==> config.mk <==
export PLATFORM = sky130hd
export DESIGN_NAME = conv_loop_ctrl
export DESIGN_NICKNAME = d
export VERILOG_FILES = /design/src/rtl/conv_ctrl_pkg.sv /design/src/rtl/ctrl_delay_line.sv /design/src/rtl/conv_loop_ctrl.sv
export SDC_FILE = /design/constraint.sdc
export NUM_CORES = 1
export LEC_CHECK = 0
export CORE_UTILIZATION = 45
export CTS_CLUSTER_SIZE = 28
export DETAILED_ROUTE_END_ITERATION = 10
export PLACE_DENSITY = 0.81
export SYNTH_ARGS = -nofsm -noshare
export SYNTH_HDL_FRONTEND = slang
export SYNTH_SLANG_ARGS = --single-unit
==> constraint.sdc <==
create_clock -name clk -period 2.3 [get_ports clk]
set_input_delay 0.23 -clock clk [delete_from_list [all_inputs] [get_ports clk]]
set_output_delay 0.23 -clock clk [all_outputs]
set_load 0.02 [all_outputs]
==> src/rtl/conv_ctrl_pkg.sv <==
// Shared types and helpers for the convolution loop-nest controller.
package conv_ctrl_pkg;

  typedef enum logic [2:0] {
    IDLE   = 3'd0,
    LOAD_W = 3'd1,
    MAC    = 3'd2,
    DRAIN  = 3'd3,
    DONE   = 3'd4
  } state_e;

  // Counter width for an extent; a single-value loop still gets one bit.
  function automatic int cnt_w(input int n);
    return (n > 1) ? $clog2(n) : 1;
  endfunction

  // Linear psum address: (x*height + y)*out_ch + ch.
  function automatic logic [31:0] psum_addr(input logic [31:0] x,
                                            input logic [31:0] y,
                                            input logic [31:0] ch,
                                            input logic [31:0] height,
                                            input logic [31:0] out_ch);
    return (x * height + y) * out_ch + ch;
  endfunction

endpackage

==> src/rtl/ctrl_delay_line.sv <==
// Fixed-depth shift register with synchronous active-low clear; shifts every cycle.
module ctrl_delay_line #(
  parameter int WIDTH = 8,
  parameter int DEPTH = 4
) (
  input  logic             clk,
  input  logic             clr_n,
  input  logic [WIDTH-1:0] din,
  output logic [WIDTH-1:0] dout
);

  logic [WIDTH-1:0] stage_q [DEPTH];
  logic [WIDTH-1:0] stage_d [DEPTH];

  always_comb begin
    stage_d[0] = din;
    for (int i = 1; i < DEPTH; i++) begin
      stage_d[i] = stage_q[i-1];
    end
  end

  always_ff @(posedge clk) begin
    if (!clr_n) begin
      for (int i = 0; i < DEPTH; i++) begin
        stage_q[i] <= '0;
      end
    end else begin
      stage_q <= stage_d;
    end
  end

  assign dout = stage_q[DEPTH-1];

endmodule

==> src/rtl/conv_loop_ctrl.sv <==
// Loop-nest controller: operand fetch sequencing, psum addressing, output coordinates.
// Optional CONV_LOOP_CTRL_PERF_EN adds perf_busy / perf_stall cycle counters.
module conv_loop_ctrl import conv_ctrl_pkg::*; #(
  parameter int FEATURE_MAP_WIDTH  = 16,
  parameter int FEATURE_MAP_HEIGHT = 16,
  parameter int INPUT_NB_CHANNELS  = 8,
  parameter int OUTPUT_NB_CHANNELS = 8,
  parameter int KERNEL_SIZE        = 3,
  parameter int WEIGHT_WORDS       = 2,
  parameter int ACT_WORDS          = 2,
  parameter int MAC_LATENCY        = 5,
  parameter int LOG2_OF_MEM_HEIGHT = 20
) (
  input  logic                          clk,
  input  logic                          arst_n_in,
  input  logic                          start,
  output logic                          running,
  input  logic                          valid,
  output logic                          ready,
  output logic [WEIGHT_WORDS-1:0]       write_w,
  output logic [ACT_WORDS-1:0]          write_a,
  output logic                          mac_valid,
  output logic                          mac_accumulate_with_0,
  output logic                          mem_re,
  output logic [LOG2_OF_MEM_HEIGHT-1:0] mem_read_addr,
  output logic                          mem_we,
  output logic [LOG2_OF_MEM_HEIGHT-1:0] mem_write_addr,
  output logic                          output_valid,
  output logic [31:0]                   output_x,
  output logic [31:0]                   output_y,
  output logic [31:0]                   output_ch
`ifdef CONV_LOOP_CTRL_PERF_EN
  ,
  output logic [31:0]                   perf_busy,
  output logic [31:0]                   perf_stall
`endif
);

  localparam int XW  = cnt_w(FEATURE_MAP_WIDTH);
  localparam int YW  = cnt_w(FEATURE_MAP_HEIGHT);
  localparam int CIW = cnt_w(INPUT_NB_CHANNELS);
  localparam int COW = cnt_w(OUTPUT_NB_CHANNELS);
  localparam int KW  = cnt_w(KERNEL_SIZE);
  localparam int WW  = cnt_w((WEIGHT_WORDS > ACT_WORDS) ? WEIGHT_WORDS : ACT_WORDS);
  localparam int DCW = cnt_w(MAC_LATENCY);
  localparam int DLW = XW + YW + COW + 2;

  state_e          state_q, state_d;
  logic [WW-1:0]   w_q, w_d;
  logic [DCW-1:0]  dc_q, dc_d;
  logic [CIW-1:0]  ci_q, ci_d, ci_n;
  logic [KW-1:0]   ky_q, ky_d, ky_n, kx_q, kx_d, kx_n;
  logic [XW-1:0]   x_q, x_d, x_n;
  logic [YW-1:0]   y_q, y_d, y_n;
  logic [COW-1:0]  co_q, co_d, co_n;

  logic ci_max_s, ky_max_s, kx_max_s, x_max_s, y_max_s, co_max_s;
  logic spatial_wrap_s, tap_last_s, first_s;
  logic [DLW-1:0] dl_out_s;
  logic [XW-1:0]  dl_x_s;
  logic [YW-1:0]  dl_y_s;
  logic [COW-1:0] dl_co_s;
  logic           dl_last_s, dl_v_s;

  assign ci_max_s = (ci_q == CIW'(INPUT_NB_CHANNELS - 1));
  assign ky_max_s = (ky_q == KW'(KERNEL_SIZE - 1));
  assign kx_max_s = (kx_q == KW'(KERNEL_SIZE - 1));
  assign x_max_s  = (x_q == XW'(FEATURE_MAP_WIDTH - 1));
  assign y_max_s  = (y_q == YW'(FEATURE_MAP_HEIGHT - 1));
  assign co_max_s = (co_q == COW'(OUTPUT_NB_CHANNELS - 1));

  assign spatial_wrap_s = x_max_s && y_max_s && co_max_s;
  assign tap_last_s     = ci_max_s && ky_max_s && kx_max_s;
  assign first_s        = (ci_q == '0) && (ky_q == '0) && (kx_q == '0);

  // Ripple-carry of the loop nest, innermost ch_out first.
  always_comb begin
    co_n = co_max_s ? '0 : co_q + 1'b1;
    y_n  = !co_max_s ? y_q : (y_max_s ? '0 : y_q + 1'b1);
    x_n  = !(co_max_s && y_max_s) ? x_q : (x_max_s ? '0 : x_q + 1'b1);
    kx_n = !spatial_wrap_s ? kx_q : (kx_max_s ? '0 : kx_q + 1'b1);
    ky_n = !(spatial_wrap_s && kx_max_s) ? ky_q : (ky_max_s ? '0 : ky_q + 1'b1);
    ci_n = !(spatial_wrap_s && kx_max_s && ky_max_s) ? ci_q : (ci_max_s ? '0 : ci_q + 1'b1);
  end

  always_comb begin
    state_d   = state_q;
    w_d       = w_q;
    dc_d      = dc_q;
    ci_d      = ci_q;
    ky_d      = ky_q;
    kx_d      = kx_q;
    x_d       = x_q;
    y_d       = y_q;
    co_d      = co_q;
    ready     = 1'b0;
    mac_valid = 1'b0;
    case (state_q)
      IDLE: state_d = start ? LOAD_W : IDLE;
      LOAD_W: begin
        ready = 1'b1;
        if (valid) begin
          if (w_q == WW'(WEIGHT_WORDS - 1)) begin
            w_d     = '0;
            state_d = MAC;
          end else begin
            w_d = w_q + 1'b1;
          end
        end else begin
          w_d = w_q;
        end
      end
      MAC: begin
        ready = 1'b1;
        if (valid) begin
          if (w_q == WW'(ACT_WORDS - 1)) begin
            w_d       = '0;
            mac_valid = 1'b1;
            ci_d      = ci_n;
            ky_d      = ky_n;
            kx_d      = kx_n;
            x_d       = x_n;
            y_d       = y_n;
            co_d      = co_n;
            if (spatial_wrap_s) begin
              state_d = tap_last_s ? DRAIN : LOAD_W;
            end else begin
              state_d = MAC;
            end
          end else begin
            w_d = w_q + 1'b1;
          end
        end else begin
          w_d = w_q;
        end
      end
      DRAIN: begin
        if (dc_q == DCW'(MAC_LATENCY - 1)) begin
          dc_d    = '0;
          state_d = DONE;
        end else begin
          dc_d = dc_q + 1'b1;
        end
      end
      DONE:    state_d = IDLE;
      default: state_d = IDLE;
    endcase
  end

  // Register strobes are only raised for a word actually being transferred.
  always_comb begin
    write_w = '0;
    write_a = '0;
    for (int i = 0; i < WEIGHT_WORDS; i++) begin
      write_w[i] = (state_q == LOAD_W) && valid && (w_q == WW'(i));
    end
    for (int i = 0; i < ACT_WORDS; i++) begin
      write_a[i] = (state_q == MAC) && valid && (w_q == WW'(i));
    end
  end

  always_ff @(posedge clk) begin
    if (!arst_n_in) begin
      state_q <= IDLE;
      w_q     <= '0;
      dc_q    <= '0;
      ci_q    <= '0;
      ky_q    <= '0;
      kx_q    <= '0;
      x_q     <= '0;
      y_q     <= '0;
      co_q    <= '0;
    end else begin
      state_q <= state_d;
      w_q     <= w_d;
      dc_q    <= dc_d;
      ci_q    <= ci_d;
      ky_q    <= ky_d;
      kx_q    <= kx_d;
      x_q     <= x_d;
      y_q     <= y_d;
      co_q    <= co_d;
    end
  end

  assign running               = (state_q != IDLE);
  assign mac_accumulate_with_0 = mac_valid && first_s;
  assign mem_re                = mac_valid && !first_s;
  assign mem_read_addr = LOG2_OF_MEM_HEIGHT'(psum_addr(32'(x_q), 32'(y_q), 32'(co_q),
                          32'(FEATURE_MAP_HEIGHT), 32'(OUTPUT_NB_CHANNELS)));

  ctrl_delay_line #(.WIDTH(DLW), .DEPTH(MAC_LATENCY)) u_delay (
    .clk   (clk),
    .clr_n (arst_n_in),
    .din   ({x_q, y_q, co_q, tap_last_s, mac_valid}),
    .dout  (dl_out_s)
  );

  assign {dl_x_s, dl_y_s, dl_co_s, dl_last_s, dl_v_s} = dl_out_s;
  assign mem_we         = dl_v_s && !dl_last_s;
  assign output_valid   = dl_v_s && dl_last_s;
  assign output_x       = 32'(dl_x_s);
  assign output_y       = 32'(dl_y_s);
  assign output_ch      = 32'(dl_co_s);
  assign mem_write_addr = LOG2_OF_MEM_HEIGHT'(psum_addr(32'(dl_x_s), 32'(dl_y_s), 32'(dl_co_s),
                           32'(FEATURE_MAP_HEIGHT), 32'(OUTPUT_NB_CHANNELS)));

`ifdef CONV_LOOP_CTRL_PERF_EN
  logic [31:0] busy_q, busy_d, stall_q, stall_d;

  // Both counters restart on an accepted start and stick at all-ones.
  always_comb begin
    busy_d  = busy_q;
    stall_d = stall_q;
    if ((state_q == IDLE) && start) begin
      busy_d  = 32'd0;
      stall_d = 32'd0;
    end else begin
      if (running && (busy_q != 32'hFFFF_FFFF)) begin
        busy_d = busy_q + 32'd1;
      end else begin
        busy_d = busy_q;
      end
      if (ready && !valid && (stall_q != 32'hFFFF_FFFF)) begin
        stall_d = stall_q + 32'd1;
      end else begin
        stall_d = stall_q;
      end
    end
  end

  always_ff @(posedge clk) begin
    if (!arst_n_in) begin
      busy_q  <= 32'd0;
      stall_q <= 32'd0;
    end else begin
      busy_q  <= busy_d;
      stall_q <= stall_d;
    end
  end

  assign perf_busy  = busy_q;
  assign perf_stall = stall_q;
`endif

endmodule

After elaboration in Yosys (flattened, before gate mapping):

Index checks and enable logic that the tools add are counted.

* register bits: 90
* input port bits: 4
* logic and storage cells: 98

* $add $sub $neg: 12
* equality and inequality tests: 15
* muxes and demuxes: 21
* bitwise gates (word level): 1
* reductions and logical operators: 35

Operator list (count)
* adder 12 x 3 -> 13 bit: 2
* two-way mux 3 bit: 8
* AND reduction 4 bit: 5
* logical AND 1 bit: 19
* adder 8 x 4 -> 9 bit: 2
* one-hot mux 3 bit (4 select lines): 1
* inequality test 2 bit (second input constant): 5
* adder 3 x 1 -> 3 bit (second input constant): 3
* equality test 3 bit (second input constant): 3
* adder 4 x 1 -> 4 bit (second input constant): 2
* equality test 4 bit (second input constant): 2
* two-way mux 2 bit: 4
* two-way mux 4 bit: 2
* equality test 3 x 2 -> 1 bit (second input constant): 2
* logical NOT 3 bit: 2
* two-way mux 1 bit: 6
* AND reduction 5 bit: 1
* adder 2 x 1 -> 2 bit (second input constant): 2
* equality test 2 bit (second input constant): 2
* logical NOT 2 bit: 2
* equality test 3 x 1 -> 1 bit (second input constant): 1
* AND reduction 3 bit: 1
* nonzero test 3 bit: 1
* logical NOT 1 bit: 2
* other kinds (4): 4

Depth between registers and ports, before layout:

* word-level depth: 8
* depth in mapped cells: 7
* depth with buffers taken out: 6

By module:

A second synthesis with hierarchy kept.

* cells, all modules: 417
* area, all modules: 4028.9 um2

Modules (own cells, without submodules)
* conv_loop_ctrl: instances 1, cells an instance 280, area an instance 2248.4 um2, sequential area each 500.5 um2
* ctrl_delay_line: instances 1, cells an instance 137, area an instance 1780.5 um2, sequential area each 1301.2 um2

Worst setup path after synthesis:

OpenSTA, ideal clock, no wires.

* kind: flip-flop to output port
* from: register state_q[0]
* to: output port mem_re
* data arrival time: 1450 ps
* data required time: 2070 ps
* path slack: 620 ps
* cell stages (with the launch flop): 7
* buffers on the path: 2
* cells stage by stage: dfxtp_1 -> buf_6 -> nand3b_4 -> or2_1 -> clkbuf_1 -> inv_1 -> and2_1

* word-level cells in the longest chain between the ends: 3

RTL lines
* start: declaration: line conv_loop_ctrl.sv:48 `state_e state_q, state_d;`
* start signal: assignment: line conv_loop_ctrl.sv:174 `state_q <= state_d;`
* equality test 3 x 2 -> 1 bit: line conv_loop_ctrl.sv:98 `case (state_q)`
* two-way mux 1 bit: line conv_loop_ctrl.sv:98
* net mac_valid: line conv_loop_ctrl.sv:22 `output logic mac_valid,`
* logical AND 1 bit: line conv_loop_ctrl.sv:188 `assign mem_re = mac_valid && !first_s;`
* end: declaration: line conv_loop_ctrl.sv:24 `output logic mem_re,`

The timed path passes the listed nets, and every way through them passes these cells.

Worst setup path in the final report:

* from: register state_q[0]
* to: output port mac_accumulate_with_0

* word-level cells in the longest chain between the ends: 3

RTL lines
* equality test 3 x 2 -> 1 bit: line conv_loop_ctrl.sv:98
* two-way mux 1 bit: line conv_loop_ctrl.sv:98
* logical AND 1 bit: line conv_loop_ctrl.sv:187 `assign mac_accumulate_with_0 = mac_valid && first_s;`
* end: declaration: line conv_loop_ctrl.sv:23 `output logic mac_accumulate_with_0,`

No other way between the ends.

==> parameters.txt <==
Parameter                              Value

STA
  Setup repair after global routing missed its margin    no
  Total negative setup slack    0 ns
  Slew Limit Headroom    0.666
  Setup clock skew after layout    0.0115 ns
  Achievable frequency    0.467 GHz
  Worst path setup slack after routing    0.159 ns
  Period Utilization, post-route    0.931
  Transition time at the pin with the least slew margin    0.501 ns
  Post-route worst hold slack    0.388 ns
  Hold Vio Cnt, Final    0
  Min Clock Period, post-route    2.14 ns
  Number of pins with negative max-slew slack in the final report    0
  Total setup violations reported at the end of the flow    0

Clock tree
  Cts-stage hold buffer count    0
  Maximum buffer depth of the clock tree    2
  CTS tree    done
  Number of levels the H-tree was split into    3
  Total clock buffers created by CTS    9
  Cell at the root of the clock tree    clkbuf_8
  Number of buffers inserted by post-CTS setup repair    0
  Clock slew seen by the registers of the worst setup and hold paths    around 0.090 ns
  Number of clock sinks    90
  Clk Latency, worst-skew pair    0.35 ns

Yosys
  Sequential-to-total area share from yosys stat    0.435
  Count of cell types in the netlist    44
  Syn Inst Count    roughly 430
  Netlist Area Pre-Place    4140 sq um
  Most used flip-flop cell after synthesis    dfxtp_1
  Commonest cells in the netlist    136 x buf_4, 90 x dfxtp_1, 65 x and2_1, 21 x nor2_1, 13 x nand2_1
  Number of enable-type register cells in the synthesized netlist    0
  Area fraction of the dominant cell type after synthesis    0.435
  Yosys warning total    0
  Largest cells by area after synthesis    dfxtp_1 44%, buf_4 25%, and2_1 9.8%
  Leading cell type by number of instances after synthesis    buf_4
  Flops & latches, synth    90
  Dominant cell type by area after synthesis    dfxtp_1
  Mean area per synthesized cell    about 9.6 sq um
  Ys async rst share    0

Worst setup path
  Endpoint required time on the critical path    slightly above 2 ns
  Worst EP arrival    between 1.5 and 2 ns
  Startpoint type of the worst setup path    register
  CP endpoint kind    output port
  Crit Path Class    reg2out
  Crit-path max FO    10

GRT
  Global-route wire length before repair    8800 microns
  Via count of the first global-routing pass    1935
  Total global routing overflow    0
  Antenna violations before repair    0
  Maximum number of pins on one net before global-route repair    40
  Total Routing Usage GR    0.116

Routing
  Antenna-violating nets left    0
  1st-iter DRT viols    between 80 and 90
  DRC violation count after routing    19
  Detailed-route wire length per cell    9.72 microns
  Average vias per placed instance    4.16
  Number of search-and-repair iterations in the first detailed-routing pass    8
  Total Routed Length    5470 microns
  Via count    2344

Floorplanning
  Number of ports placed on the die boundary    about 150
  Vertical die dimension    roughly 98 microns
  Site Rows    34
  Core area    a little under 9000 sq um
  Die extent in x    roughly 98 microns
  Initial cell density of the core    0.470
  Die Area    9590 sq um

Pwr
  Switching power share of the total    0.258
  Worst VDD drop    332 uV
  Proportion of power drawn by flip-flops and latches    0.525
  Cell internal power dissipation    roughly 2200 uW
  Leakage    0.00195 uW
  Comb pwr share    0.088
  Pwr/cell area    696 nW/um^2
  Total net switching power    780 uW
  Clk pwr share    0.388

Placed design
  Placed wire-length estimate after detailed placement    3890 microns
  Port bufs    47
  Placement-stage worst setup slack    0.120 ns
  Final estimated routing congestion in global placement    0.787

Status
  Failing checks    DRC
  Run status    finished, violations left

Run
  Number of max-cap violations    0

Layout
  Layout area overhead    4.72%
  Share of post-route cells with drive strength above 1    0.0857
  Inserted Diodes    0
  Nets    approximately 460
  Final standard cell utilization of the core    0.492

Min path
  Path category of the worst min-delay check    in2reg
-- what timing repair did --
item                                    CTS  global route
endpoints found under the setup margin    2             3
gates cloned                              0             0
gates resized for setup                   2             3
-- stage by stage --
stage	total power (uW)	std cells	cell area (sq um)
5_1_grt	3160	563	4330
6_report	3020	563	4330
4_1_cts	3050	563	4330
3_3_place_gp	1880	548	4110
3_5_place_dp	1880	548	4110
2_1_floorplan	1980	535	4520
-- path summary, 6_finish.rpt --
kind / slack [ns] / depth (start not counted) / from / to
hold / removal: 0.39 / 4 / arst_n_in / ky_q[0]
hold reg to reg: 0.42 / 1 / u_delay.stage_d[48] / u_delay.stage_d[35]
setup / recovery: 0.16 / 4 / state_q[0] / mac_accumulate_with_0
setup reg to reg: 0.53 / 6 / co_q[0] / state_q[0]
-- critical path: stages, from the launching register on --
cell	delay, ns
dfxtp_2	0.39
nand3b_4	0.17
or2_1	0.28
nor2_1	0.12
clkdlybuf4s50_1	0.61
-- cell usage in the layout (no fill, tap or decap), drive strengths merged, types with 2 or more instances in the layout --
| master | instances |
|---|---|
| conb | 103 |
| dfxtp | 90 |
| and2 | 66 |
| clkdlybuf4s50 | 44 |
| nor2 | 21 |
| nand2 | 13 |
| inv | 12 |
| buf | 11 |
| mux2i | 9 |
| ha | 9 |
| clkbuf | 9 |
| nor3 | 8 |
| nand3 | 7 |
| xnor2 | 5 |
| a21oi | 5 |
| nand4 | 5 |
| nand3b | 5 |
| o21ai | 4 |
| o31ai | 3 |
| nor4 | 3 |
| nor2b | 2 |
| a211oi | 2 |
| bufinv | 2 |
| dlymetal6s2s | 2 |
| or3 | 2 |
-- state kept, by name, indices dropped and copies added (netlist names) --
signal and cells:
u_delay.dout 13, y_q 4, state_q 3, dc_q 3, kx_q 2, ky_q 2
u_delay.stage_d 52, ci_q 3, x_q 4, co_q 3, w_q 1
-- power groups by stage --
stage	Combinational [uW]	Sequential [uW]	Clock (uW)
after global placement	260	1620	0
final	265	1580	1170
after floorplan	374	1600	0
after detailed placement	262	1620	0
after global routing	287	1590	1280
after CTS	263	1580	1210
-- routing by layer --
layer | part of all wire | vias up | wire length, microns | GRT usage
li1 | - | 1170 | - | -
met1 | 0.43 | 1055 | 2360 | 0.140
met2 | 0.46 | 108 | 2540 | 0.182
met3 | 0.088 | 11 | 479 | 0.0379
met4 | 0.018 | 0 | 98 | 0.0618
met5 | 0 | - | 0 | 0
-- cell families after synthesis --
kind of cell	count (synthesis)	share of synthesized area
and+or+nand+nor	139	0.201
other	1	0.000906
xor gates and xnor gates	5	0.0106
buffers and inverters	161	0.272
DFF	90	0.435
AOI/OAI and AO/OA	18	0.0284
muxes	10	0.0245
adders and majority gates	9	0.0272
-- final cells by class --
class	count	area, sq um
fill	824	4470
sequential	90	1810
multi-input combinational	284	1590
timing repair buffer	57	546
tap	108	135
clock buffer	9	124
clock inverter	6	96.3
inverter	9	33.8
Power figures use the tool's default switching activity.
